===== src/rtl/tx_ddr_fill_dmac.sv =====
// TX DDR fill DMA: host AXIS stream -> fixed-length AXI4 INCR bursts
// into a DDR ring, with a held access_tick per committed packet.
module tx_ddr_fill_dmac #(
  parameter int BURST_LEN = 16,
  parameter int TICK_HOLD = 4
) (
  input  logic         clk,
  input  logic         rst_n,
  input  logic         enable,
  output logic         busy,
  input  logic [47:0]  base_address,
  input  logic [31:0]  ring_size_bytes,
  input  logic [16:0]  packet_bytes,
  output logic         access_tick,
  output logic [16:0]  access_size_bytes,
  output logic [31:0]  total_burst_count,
  output logic         write_error,
  input  logic [127:0] s_axis_tdata,
  input  logic         s_axis_tvalid,
  output logic         s_axis_tready,
  output logic [47:0]  m_axi_awaddr,
  output logic [7:0]   m_axi_awlen,
  output logic [2:0]   m_axi_awsize,
  output logic [1:0]   m_axi_awburst,
  output logic         m_axi_awvalid,
  input  logic         m_axi_awready,
  output logic [127:0] m_axi_wdata,
  output logic [15:0]  m_axi_wstrb,
  output logic         m_axi_wlast,
  output logic         m_axi_wvalid,
  input  logic         m_axi_wready,
  input  logic [1:0]   m_axi_bresp,
  input  logic         m_axi_bvalid,
  output logic         m_axi_bready
);

  localparam logic [31:0] BB = 32'(BURST_LEN * 16);
  localparam logic [7:0] LAST = 8'(BURST_LEN - 1);
  localparam int TW = $clog2(TICK_HOLD + 1);
  localparam logic [TW-1:0] HOLD_M1 = TW'(TICK_HOLD - 1);

  typedef enum logic [2:0] {
    IDLE, ARM, AW, W, B, CHECK
  } state_t;

  state_t state, state_nx;

  logic [47:0]   base_q;
  logic [31:0]   offset;
  logic [31:0]   pkt_cnt;
  logic [7:0]    beat;
  logic [TW-1:0] tick_cnt;
  logic          w_hs;
  logic          b_hs;
  logic          last_beat;
  logic          ring_wrap;
  logic          pkt_done;
  logic          bresp_err;

  assign w_hs      = m_axi_wvalid & m_axi_wready;
  assign b_hs      = (state == B) & m_axi_bvalid;
  assign last_beat = beat == LAST;
  assign ring_wrap = (offset + BB) == ring_size_bytes;
  assign pkt_done  = (pkt_cnt + BB) == {15'd0, access_size_bytes};
  assign bresp_err = m_axi_bresp inside {2'b10, 2'b11};

  assign m_axi_awlen   = LAST;
  assign m_axi_awsize  = 3'h4;
  assign m_axi_awburst = 2'b01;
  assign m_axi_wstrb   = 16'hFFFF;
  assign m_axi_wdata   = s_axis_tdata;

  // W is a zero-latency pass-through: host stalls stall the burst
  assign busy          = state != IDLE;
  assign m_axi_awvalid = state == AW;
  assign m_axi_wvalid  = (state == W) & s_axis_tvalid;
  assign s_axis_tready = (state == W) & m_axi_wready;
  assign m_axi_wlast   = (state == W) & last_beat;
  assign m_axi_bready  = state == B;

  always_comb begin
    state_nx = state;
    case (state)
      IDLE:  if (enable) state_nx = ARM;
      ARM: begin
        if (!enable) state_nx = IDLE;
        else if (s_axis_tvalid) state_nx = AW;
      end
      AW:    if (m_axi_awready) state_nx = W;
      W:     if (w_hs && last_beat) state_nx = B;
      B:     if (m_axi_bvalid) state_nx = CHECK;
      CHECK: begin
        if (write_error || !enable) state_nx = IDLE;
        else state_nx = ARM;
      end
      default: state_nx = IDLE;
    endcase
  end

  always_ff @(posedge clk) begin
    if (!rst_n) begin
      state             <= IDLE;
      base_q            <= base_address;
      m_axi_awaddr      <= base_address;
      offset            <= '0;
      pkt_cnt           <= '0;
      beat              <= '0;
      total_burst_count <= '0;
      write_error       <= 1'b0;
      access_size_bytes <= '0;
      access_tick       <= 1'b0;
      tick_cnt          <= '0;
    end else begin
      state <= state_nx;
      case (state)
        IDLE: begin
          base_q       <= base_address;
          m_axi_awaddr <= base_address;
          offset       <= '0;
          pkt_cnt      <= '0;
          if (enable) begin
            write_error       <= 1'b0;
            total_burst_count <= '0;
            access_size_bytes <= packet_bytes;
          end
        end
        AW: if (m_axi_awready) beat <= '0;
        W:  if (w_hs) beat <= beat + 8'd1;
        B: begin
          if (m_axi_bvalid) begin
            write_error       <= write_error | bresp_err;
            total_burst_count <= total_burst_count + 32'd1;
            if (ring_wrap) begin
              offset       <= '0;
              m_axi_awaddr <= base_q;
            end else begin
              offset       <= offset + BB;
              m_axi_awaddr <= m_axi_awaddr + {16'd0, BB};
            end
            pkt_cnt <= pkt_done ? '0 : pkt_cnt + BB;
          end
        end
        default: ;
      endcase
      // a packet finishing while the tick is held just restarts the hold
      if (b_hs && pkt_done) begin
        access_tick <= 1'b1;
        tick_cnt    <= HOLD_M1;
      end else if (access_tick) begin
        if (tick_cnt == '0) access_tick <= 1'b0;
        else tick_cnt <= tick_cnt - 1'b1;
      end
    end
  end

endmodule


===== config.mk =====
export PLATFORM = sky130hd
export DESIGN_NAME = tx_ddr_fill_dmac
export DESIGN_NICKNAME = d
export VERILOG_FILES = /design/src/rtl/tx_ddr_fill_dmac.sv
export SDC_FILE = /design/constraint.sdc
export NUM_CORES = 1
export LEC_CHECK = 0
export ABC_CLOCK_PERIOD_IN_PS = 5400
export CELL_PAD_IN_SITES_DETAIL_PLACEMENT = 1
export CELL_PAD_IN_SITES_GLOBAL_PLACEMENT = 2
export CORE_MARGIN = 1
export CORE_UTILIZATION = 27
export CTS_BUF_LIST = sky130_fd_sc_hd__clkbuf_16
export DETAILED_ROUTE_END_ITERATION = 8
export PLACE_DENSITY_LB_ADDON = 0.1
export SLEW_MARGIN = 30
export SYNTH_ARGS = -nofsm -noshare
export SYNTH_HDL_FRONTEND = slang
export SYNTH_SLANG_ARGS = --single-unit

===== constraint.sdc =====
create_clock -name clk -period 5.4 [get_ports clk]
set_clock_uncertainty 0.15 [all_clocks]
set_input_delay 1.62 -clock clk [delete_from_list [all_inputs] [get_ports clk]]
set_output_delay 1.62 -clock clk [all_outputs]
set_load 0.01 [all_outputs]

==> out/metrics.yaml <==
route:
  vias: 10242
  wl_per_cell_microns: 19.3
  first_pass_iters: 4
  wirelength_mm: 39.6
  drc: 0
  drt_iter0_markers: 444
  vias_per_cell: 4.99
  final_antenna_net_count: 0
die:
  dieArea_sq_mm: 0.0465
  start_util_pct: 27.6
  die_w_microns: 216
  top_level_ports: 496
  core_sq_mm: 0.0446
  rows: 77
  fp.dieH_microns: 216
sta:
  drv_slew: 0
  setup_violations: 0
  final.setup.worst_slack_ns: 0.753
  worst_pin_slew_ns: 0.876
  post-route-min-period_ns: 4.65
  rsz0062_at_grt: "false"
  slew_headroom_pct: 41.4
  fin_crit_sh_pct: 86.1
  final.setup.tns_ns: 0
  finalHoldViolations: 0
  fmax_ghz: 0.215
synth:
  ys_ff_latch: 209
  ys_types: 68
  synth_area_leaders: "edfxtp_1 (23%), dfxtp_1 (18%), buf_4 (10%)"
  yosys-top-cells-count: "buf_4 (170), nand2_1 (170), dfxtp_1 (113), nor2_1 (106), nand3_1 (97)"
  synth_area_leader_cell: "edfxtp_1"
  syn_area_sq_mm: 0.0123
  ys_warn_count: 0
  postSynthCellCount: 1388
  synth_top_area_share_pct: 23.4
  synth_ff_type: "dfxtp_1"
  ys_async_sr_fraction_pct: 0
  ys_seq_area_share_pct: 41.7
  synth-edff-count: 96
  avgSynthCellArea_sq_um: 8.88
cts:
  clock_latency_ns: 0.55
  cts_htree_levels: 1
  clk_pin_slew_ns: 0.05
  postCtsSetupBuffers: 0
  cts_sinks: 209
  hold_buffers: 0
  cts_root_buffer: "clkbuf_16"
  cts_resized: 0
  cts_tree: "built"
  cts-buffers-inserted: 29
  cts.path.max_buffers: 3
setup_path:
  r2r-start: "offset[8]"
  r2r_slack_ns: 1.43
  critPathCaptureType: "primary output"
  cp.required_ns: 3.63
  cp_cell_sequence: "clkdlybuf4s50_1 > and3_1 > clkdlybuf4s50_1"
  slowest_delay_ns: 0.54
  cp_slowest_cell: "clkdlybuf4s50_1"
  path_class: "input pin to primary output"
  rr_endpoint: "m_axi_awaddr[26]"
  r2r_cells: 10
  worstPathArrival_ns: 2.88
  cp_common_cell: "clkdlybuf4s50_1"
  cp_max_fo: 4
  cp-start-kind: "input pin"
job:
  maxCapViolCount: 0
hold_path:
  worstHoldEndpoint: "access_size_bytes[2]"
  hold_path.class: "flop to flop"
  holdCritStartpoint: "access_size_bytes[2]"
  hold_depth: 2
placed_design:
  place_inst: 2001
  gp_congestion: 0.741
  pre_cts_ws_ns: 0.744
  io_buffers: 209
  dp.final_hpwl_mm: 28.0
power_and_ir_drop:
  max-vdd-ir-drop_v: 0.000258
  p_leak_uw: 0.00525
  power_density_mw_per_mm2: 376
layout:
  area_growth_pct: 20.0
  stdcell_count: 2054
  fin_nets: 1681
  antenna_cells: 0
  drive_gt1_share_pct: 5.54
global_route:
  grt_max_degree: 73
  grt_overflow_total: 0
  antenna_found_initial: 1
  grt_pass1_vias: 10498
  grt_pass1_wl_mm: 62.3
  track_usage_pct: 16.7
run_status:
  outcome: "finished clean"
-- layout make-up --
cell class / count / area (sq um)
clock inverter: 24 / 126
sequential: 209 / 5140
tap: 592 / 741
clock buffer: 29 / 726
inverter: 17 / 63.8
timing repair buffer: 232 / 2300
fill: 5126 / 29800
multi-input combinational: 951 / 5690
-- per-layer routing --
| layer | share of wire (%) | global-route usage (%) | vias to the layer above |
|---|---|---|---|
| li1 | - | - | 4912 |
| met1 | 46 | 22.4 | 4990 |
| met2 | 45 | 26.4 | 296 |
| met3 | 6.9 | 5.02 | 40 |
| met4 | 1.5 | 3.22 | 4 |
| met5 | 0.14 | 1.04 | - |
-- power by group --
| group | internal (uW) | switching [uW] | total (uW) |
|---|---|---|---|
| clock network | 1010 | 733 | 1740 |
| registers | 2040 | 234 | 2270 |
| logic | 666 | 883 | 1550 |
-- through the flow --
stage	total power, uW	cell area, sq um	utilization (%)	hold WS (ns)
2_1_floorplan	3140	12400	-	0.329
3_3_place_gp	3880	13900	31.2	0.317
3_5_place_dp	3890	13900	31.2	0.321
4_1_cts	5690	14800	33.2	0.333
5_1_grt	5900	14800	33.2	0.353
6_report	5560	14800	33.2	0.328
-- cells in the final DEF, fill, tap and decap left out, drive strengths merged, types with 31 or more instances in the layout --
cell type,n
clkdlybuf4s50,209
nand2,170
dfxtp,113
nor2,106
nand3,98
edfxtp,96
xor2,65
a21oi,53
xnor2,51
o21ai,38
o311ai,38
nand4,34
and3,31
-- registers in the layout, indices dropped and copies added, names as in the netlist --
signal             count
m_axi_awaddr          48
offset                24
pkt_cnt               24
write_error            1
beat                   8
access_tick            1
base_q                48
state                  3
access_size_bytes     17
tick_cnt               3
total_burst_count     32
-- cells by family after synthesis --
kind of cell	Yosys count	share of synthesized area, %
other	2	0.0609
multiplexers	7	0.589
buffers and inverters	255	13.2
AO/OA/AOI/OAI	216	12.0
XOR/XNOR	117	8.42
flip-flops	209	41.7
adder cells (fa/ha/maj)	7	0.710
AND/OR/NAND/NOR	575	23.4
-- critical path: cells and delay by family --
| family | cells | cell delay, ns |
|---|---|---|
| buf+inv | 2 | 1.07 |
| simple gates | 1 | 0.18 |
-- worst max path at each step --
stage	start	slack, ns	depth (start not counted)	to
after floorplan	ring_size_bytes[26]	1.26	10	m_axi_awaddr[0]
after global placement	ring_size_bytes[0]	0.74	10	offset[31]
after detailed placement	ring_size_bytes[16]	0.74	10	offset[31]
after CTS	s_axis_tvalid	0.75	3	m_axi_wvalid
after global routing	s_axis_tvalid	0.70	3	m_axi_wvalid
final	s_axis_tvalid	0.75	3	m_axi_wvalid
Power figures use the tool's default switching activity.
